## src/rtl/vtx_scale_xlat.sv

```systemverilog
`default_nettype none
// ============================================================================
//  Module   : vtx_scale_xlat
//  Purpose  : First graphics-pipeline stage. Captures per-object scale and
//             translation into one of two parameter banks, buffers incoming
//             vertices in a FIFO tagged with their bank, and emits
//             scaled+translated vertices over a valid/ready handshake.
//  Options  : VTX_SCALE_XLAT_SAT_EN - when defined, the shifted product and
//             the final sum saturate to 0x7FFF/0x8000 instead of wrapping.
//  Revision : 1.0 - initial release
// ============================================================================
module vtx_scale_xlat #(
   parameter int FIFO_DEPTH = 8,   // vertex FIFO entries, power of two 2..64
   parameter int FRAC_BITS  = 8    // fractional bits of the signed scale
) (
   input  logic                          iClock,
   input  logic                          iReset,
   input  logic                          iEnable,
   input  logic                          iInitObj,
   input  logic                          iInitVtx,
   input  logic [15:0]                   iScaleX,
   input  logic [15:0]                   iScaleY,
   input  logic [15:0]                   iScaleZ,
   input  logic [15:0]                   iTranslX,
   input  logic [15:0]                   iTranslY,
   input  logic [15:0]                   iTranslZ,
   input  logic [15:0]                   iVertexX,
   input  logic [15:0]                   iVertexY,
   input  logic [15:0]                   iVertexZ,
   output logic                          oVtxValid,
   input  logic                          iVtxReady,
   output logic [15:0]                   oVtxX,
   output logic [15:0]                   oVtxY,
   output logic [15:0]                   oVtxZ,
   output logic [$clog2(FIFO_DEPTH):0]   oLevel,
   output logic                          oOverflow,
   output logic                          oObjErr
);

   // -------------------------------------------------------------------------
   // Local sizing
   // -------------------------------------------------------------------------
   localparam int AW = $clog2(FIFO_DEPTH);   // FIFO pointer width
   localparam int LW = AW + 1;               // occupancy / bank-count width
   localparam int EW = 49;                   // {tag, Z, Y, X}
   localparam logic [LW-1:0] FULL_LEVEL = LW'(FIFO_DEPTH);

   // Pipeline condition, used only to sequence the control block
   typedef enum logic [1:0] {
      ST_EMPTY  = 2'd0,   // nothing buffered, output register idle
      ST_STREAM = 2'd1,   // data present in FIFO and/or output register
      ST_STALL  = 2'd2    // output register held by downstream back-pressure
   } state_t;

   state_t                 state;

   // -------------------------------------------------------------------------
   // Storage
   // -------------------------------------------------------------------------
   logic                   wb;                // bank new vertices are tagged with
   logic [2:0][15:0]       bank_s [2];        // per-bank scale, index 0=X 1=Y 2=Z
   logic [2:0][15:0]       bank_t [2];        // per-bank translation
   logic [LW-1:0]          cnt    [2];        // outstanding vertices per bank
   logic [EW-1:0]          mem    [FIFO_DEPTH];
   logic [AW-1:0]          rd_ptr;
   logic [AW-1:0]          wr_ptr;
   logic                   out_tag;           // bank of the vertex in the output register

   // -------------------------------------------------------------------------
   // Combinational control
   // -------------------------------------------------------------------------
   logic                   obj_ld;
   logic                   vtx_req;
   logic                   wb_next;
   logic                   fifo_empty;
   logic                   fifo_full;
   logic                   out_free;
   logic                   fifo_pop;
   logic                   fifo_push;
   logic                   vtx_drop;
   logic                   xfer_done;
   logic                   bank_busy;
   logic                   valid_next;
   logic [LW-1:0]          level_next;
   logic [LW-1:0]          cnt_next [2];
   logic [EW-1:0]          head;
   logic                   head_tag;
   logic [2:0][15:0]       head_s;
   logic [2:0][15:0]       head_t;
   logic [15:0]            xf_x;
   logic [15:0]            xf_y;
   logic [15:0]            xf_z;

   // Per-axis transform: (V*S) >>> FRAC_BITS, then + T.
   // The arithmetic shift floors toward -inf; only the low 16 bits are kept
   // unless saturation is compiled in.
   function automatic logic [15:0] xform(
      input logic signed [15:0] v,
      input logic signed [15:0] s,
      input logic signed [15:0] t
   );
      logic signed [31:0] p;
      logic signed [31:0] sh;
      logic signed [15:0] m;
`ifdef VTX_SCALE_XLAT_SAT_EN
      logic        [16:0] sum;
`endif
      p  = v * s;
      sh = p >>> FRAC_BITS;
`ifdef VTX_SCALE_XLAT_SAT_EN
      if (sh > 32'sd32767)
         m = 16'sh7FFF;
      else if (sh < -32'sd32768)
         m = 16'sh8000;
      else
         m = sh[15:0];
      // 17-bit sum: the two top bits disagree exactly when 16 bits overflow
      sum = {m[15], m} + {t[15], t};
      case (sum[16:15])
         2'b01:   xform = 16'h7FFF;
         2'b10:   xform = 16'h8000;
         default: xform = sum[15:0];
      endcase
`else
      m     = sh[15:0];
      xform = m + t;
`endif
   endfunction

   // Decode the handshake, FIFO push/pop and next-state values for this edge
   always_comb begin
      obj_ld      = iInitObj & iEnable;
      vtx_req     = iInitVtx & iEnable;
      // A vertex arriving with an object pulse belongs to the new object
      wb_next     = wb ^ obj_ld;
      fifo_empty  = (oLevel == '0);
      fifo_full   = (oLevel == FULL_LEVEL);
      out_free    = !oVtxValid || iVtxReady;
      fifo_pop    = !fifo_empty && out_free;
      // A full FIFO can still accept when its head leaves on the same edge
      fifo_push   = vtx_req && (!fifo_full || fifo_pop);
      vtx_drop    = vtx_req && fifo_full && !fifo_pop;
      xfer_done   = oVtxValid && iVtxReady;
      // Bank about to be overwritten still has vertices in flight
      bank_busy   = obj_ld && (cnt[wb_next] != '0);

      valid_next  = fifo_pop ? 1'b1 : (xfer_done ? 1'b0 : oVtxValid);
      level_next  = oLevel + LW'(fifo_push) - LW'(fifo_pop);

      cnt_next[0] = cnt[0] + LW'(fifo_push && !wb_next) - LW'(xfer_done && !out_tag);
      cnt_next[1] = cnt[1] + LW'(fifo_push &&  wb_next) - LW'(xfer_done &&  out_tag);

      head        = mem[rd_ptr];
      head_tag    = head[48];
      head_s      = bank_s[head_tag];
      head_t      = bank_t[head_tag];
      xf_x        = xform(head[15:0],  head_s[0], head_t[0]);
      xf_y        = xform(head[31:16], head_s[1], head_t[1]);
      xf_z        = xform(head[47:32], head_s[2], head_t[2]);
   end

   // Vertex FIFO storage; contents are don't-care until written
   always_ff @(posedge iClock) begin
      if (fifo_push)
         mem[wr_ptr] <= {wb_next, iVertexZ, iVertexY, iVertexX};
   end

   // Control, parameter banks, output register, flags and pipeline state
   always_ff @(posedge iClock or negedge iReset) begin
      if (!iReset) begin
         state     <= ST_EMPTY;
         wb        <= 1'b0;
         bank_s[0] <= '0;
         bank_s[1] <= '0;
         bank_t[0] <= '0;
         bank_t[1] <= '0;
         cnt[0]    <= '0;
         cnt[1]    <= '0;
         rd_ptr    <= '0;
         wr_ptr    <= '0;
         out_tag   <= 1'b0;
         oVtxValid <= 1'b0;
         oVtxX     <= '0;
         oVtxY     <= '0;
         oVtxZ     <= '0;
         oLevel    <= '0;
         oOverflow <= 1'b0;
         oObjErr   <= 1'b0;
      end else begin
         // Object parameters always go to the bank not currently tagged
         if (obj_ld) begin
            wb              <= wb_next;
            bank_s[wb_next] <= {iScaleZ, iScaleY, iScaleX};
            bank_t[wb_next] <= {iTranslZ, iTranslY, iTranslX};
         end
         if (bank_busy)
            oObjErr <= 1'b1;
         if (vtx_drop)
            oOverflow <= 1'b1;

         if (fifo_push)
            wr_ptr <= wr_ptr + AW'(1);
         if (fifo_pop) begin
            rd_ptr  <= rd_ptr + AW'(1);
            out_tag <= head_tag;
            oVtxX   <= xf_x;
            oVtxY   <= xf_y;
            oVtxZ   <= xf_z;
         end
         oVtxValid <= valid_next;
         oLevel    <= level_next;
         cnt[0]    <= cnt_next[0];
         cnt[1]    <= cnt_next[1];

         case (state)
            ST_EMPTY: begin
               if (valid_next || level_next != '0)
                  state <= ST_STREAM;
            end
            ST_STREAM, ST_STALL: begin
               if (oVtxValid && !iVtxReady)
                  state <= ST_STALL;
               else if (!valid_next && level_next == '0)
                  state <= ST_EMPTY;
               else
                  state <= ST_STREAM;
            end
            default: state <= ST_EMPTY;
         endcase
      end
   end

endmodule
`default_nettype wire

```

## config.mk

```make
export PLATFORM = sky130hd
export DESIGN_NAME = vtx_scale_xlat
export DESIGN_NICKNAME = d
export VERILOG_FILES = /design/src/rtl/vtx_scale_xlat.sv
export SDC_FILE = /design/constraint.sdc
export NUM_CORES = 2
export LEC_CHECK = 0
export BUFFER_PORTS_ARGS = -buffer_cell sky130_fd_sc_hd__buf_2
export CAP_MARGIN = 40
export CORE_ASPECT_RATIO = 1.25
export CORE_MARGIN = 5
export CORE_UTILIZATION = 64
export DETAILED_ROUTE_END_ITERATION = 16
export GPL_TIMING_DRIVEN = 1
export HOLD_SLACK_MARGIN = 0.08
export MAX_ROUTING_LAYER = met4
export PLACE_DENSITY_LB_ADDON = 0.05
export SLEW_MARGIN = 20
export SYNTH_ARGS = -nofsm -noshare
export SYNTH_HDL_FRONTEND = slang
export SYNTH_SLANG_ARGS = --single-unit
export TNS_END_PERCENT = 30
```

## constraint.sdc

```tcl
create_clock -name iClock -period 13.38 [get_ports iClock]
set_clock_uncertainty 0.05 [all_clocks]
set_input_delay 2.676 -clock iClock [delete_from_list [all_inputs] [get_ports iClock]]
set_output_delay 2.676 -clock iClock [all_outputs]
set_load 0.02 [all_outputs]
```

==> out/metrics.yaml <==
status:
  status: "complete, no violations"
clocking:
  cts_tree: "done"
  clk_latency_ns: 0.64
  htreeDepth: 3
  clk_pin_slew_ns: 0.07
  ctsHoldBuffers: 0
  cts_resized: 0
  ctsRootBufferMaster: "clkbuf_16"
  clockBufferDepth: 3
  numCtsBuffers: 67
  cts_setup_buffers: 0
  cts.sinks: 655
final_layout:
  layout-drive-gt1-share: 0.192
  multi_input_area_um2: 28200
  fillerInstances: 5664
  syn_to_final_growth_pct: 10.6
  regArea_um2: 18400
  num-nets-final: 5446
sta:
  hold_viol_final: 0
  drv_slew: 0
  min_period_ns: 10.41
  setup_viol: 0
  finalCritPeriodShare: 0.778
  tightest_slew_ns: 1.03
  tns_ns: 0
  rsz0062_at_grt: "no"
  clock.fmax_mhz: 96.1
  slew-limit-headroom: 0.314
worst_setup_path:
  cp_slowest_cell: "dfrtp_4"
  critPathMaxFanout: 51
  crit_required_ns: 13.83
  critical_path_class: "flop to flop"
  cp_num_buf_inv: 6
  slowest_delay_ns: 0.99
  crit_arrival_ns: 10.86
  end_kind: "flop"
  crit_family: "adder cells"
  cp-start-kind: "flop"
yosys:
  yosysTopAreaCellShare: 0.236
  async_reset_ff_frac: 0.402
  synth.avg_cell_area_um2: 11.9
  synth.top_cells.by_area: "edfxtp_1 24%, fa_1 23%, dfrtp_1 13%"
  ys_seq_area_frac: 0.367
  yosysTopAreaCell: "edfxtp_1"
  synth.distinct_cells: 71
  netlist_instances: 4206
  synth_fp_nets: 5196
  synth-edff-count: 392
  synth.most_common_cell: "inv_1"
  netlist_top_cells_count: "782 x inv_1, 564 x fa_1, 402 x nand2_1"
  ys_ff_latch: 655
  yosys_warnings: 0
  synth_area_um2: 49900
  ys.flop_type: "edfxtp_1"
floorplanning:
  die_w_um: 260
  io-pin-count: 205
  start_util: 0.645
  die_area_um2: 83800
  core_um2: 77500
  die_y_um: 322
  rows: 114
global_routing:
  antenna_found_initial: 24
  gr-total-overflow: 0
  grt_max_degree: 163
  grt_pass1_vias: 34700
  grtUsageTotal: 0.317
  grt_pass1_wl_mm: 196
flow_run:
  maxCapViolations: 0
detailed_routing:
  wl_per_cell_um: 22.4
  drcViolationCount: 0
  drtAntennaViolNets: 0
  vias: 31600
  wl_mm: 125
  via_per_inst: 5.67
  drt_iter0_markers: 1730
  firstDrtPassIters: 7
place:
  io_buffers: 204
  gp_congestion: 0.981
  place_hpwl_mm: 94.9
worst_hold_path:
  hp-class: "flop to flop"
sequential cells by signal (all words and copies together) (netlist names), 3 cells and up:
| signal | flops |
|---|---|
| bank_t | 96 |
| oLevel | 4 |
| wr_ptr | 3 |
| bank_s | 96 |
| mem | 392 |
| oVtxX | 16 |
| rd_ptr | 3 |
| oVtxY | 16 |
| oVtxZ | 16 |
| cnt | 8 |
placed cells by master (no fill, tap or decap), types with 5 or more instances in the layout:
cell and instances:
a211oi_1 7, a21o_1 23, a21oi_1 57, a31oi_1 6, and2_1 9, and3_1 8, buf_16 9, buf_2 206
buf_4 70, bufinv_16 12, clkbuf_1 8, clkbuf_16 67, clkinv_1 7, clkinv_2 5, clkinvlp_4 7, dfrtp_1 260
diode_2 22, edfxtp_1 392, fa_1 564, ha_1 274, inv_1 782, mux2_2 312, mux2i_1 88, mux2i_2 11
mux4_2 94, nand2_1 401, nand2b_1 35, nand3_1 22, nand4_1 5, nor2_1 367, nor2b_1 20, nor3_1 12
o21a_1 17, o21ai_0 57, o21bai_1 14, o31a_1 5, or2_2 23, xnor2_1 122, xor2_1 28
path summary, 6_finish.rpt:
check                           depth (start not counted)  startpoint    endpoint  slack [ns]
worst min register to register                          2    oVtxX[3]    oVtxX[3]        0.42
worst min-delay path                                    2    oVtxX[3]    oVtxX[3]        0.42
worst max register to register                         33   rd_ptr[2]   oVtxX[14]        2.97
worst max-delay path                                   33   rd_ptr[2]   oVtxX[14]        2.97
max in group asynchronous                               2      iReset  bank_s[95]        9.75
min in group asynchronous                               1      iReset  bank_s[77]        2.04
tightest hold or removal path, stage by stage, from the launching register on:
cell and delay (ns):
dfrtp_1 0.33, nand2_1 0.04, o21ai_0 0.06
cell type report:
| cell class | instances | area share |
|---|---|---|
| Timing Repair Buffer | 293 | 0.0349 |
| Antenna cell | 22 | 0.000997 |
| Tap cell | 1044 | 0.0237 |
| Sequential cell | 655 | 0.332 |
| Clock buffer | 78 | 0.0316 |
| Inverter | 782 | 0.0531 |
| Clock inverter | 46 | 0.0117 |
| Multi-Input combinational cell | 2657 | 0.511 |
routing by layer:
layer | GRT usage | vias to the layer above | part of all wire | wire (µm)
met5 | - | - | 0 | 0
met4 | 0.142 | 0 | 0.052 | 6540
met3 | 0.0604 | 336 | 0.066 | 8250
met2 | 0.531 | 1020 | 0.51 | 63200
met1 | 0.377 | 16100 | 0.38 | 46900
li1 | - | 14200 | - | -
cells by family after synthesis:
family	synth area share
DFF	0.367
and+or+nand+nor	0.0774
xor gates and xnor gates	0.0280
muxes	0.134
adders and majority gates	0.295
AOI/OAI and AO/OA	0.0289
buffers and inverters	0.0694
through the flow:
| stage | hold WS (ns) | std cells | util | worst slack, ns | cell area [µm²] |
|---|---|---|---|---|---|
| 3_5_place_dp | 0.406 | 5425 | 0.680 | 2.97 | 52700 |
| 2_1_floorplan | 0.415 | 4206 | - | 3.70 | 49900 |
| 4_1_cts | 0.424 | 5549 | 0.711 | 2.96 | 55100 |
| 3_3_place_gp | 0.402 | 5404 | 0.676 | 3.02 | 52400 |
| 6_report | 0.420 | 5577 | 0.713 | 2.97 | 55200 |
| 5_1_grt | 0.435 | 5573 | 0.713 | 2.31 | 55200 |
Power is not shown: default switching activity piles up to over one toggle a cycle in this logic, so the estimate is an artifact.
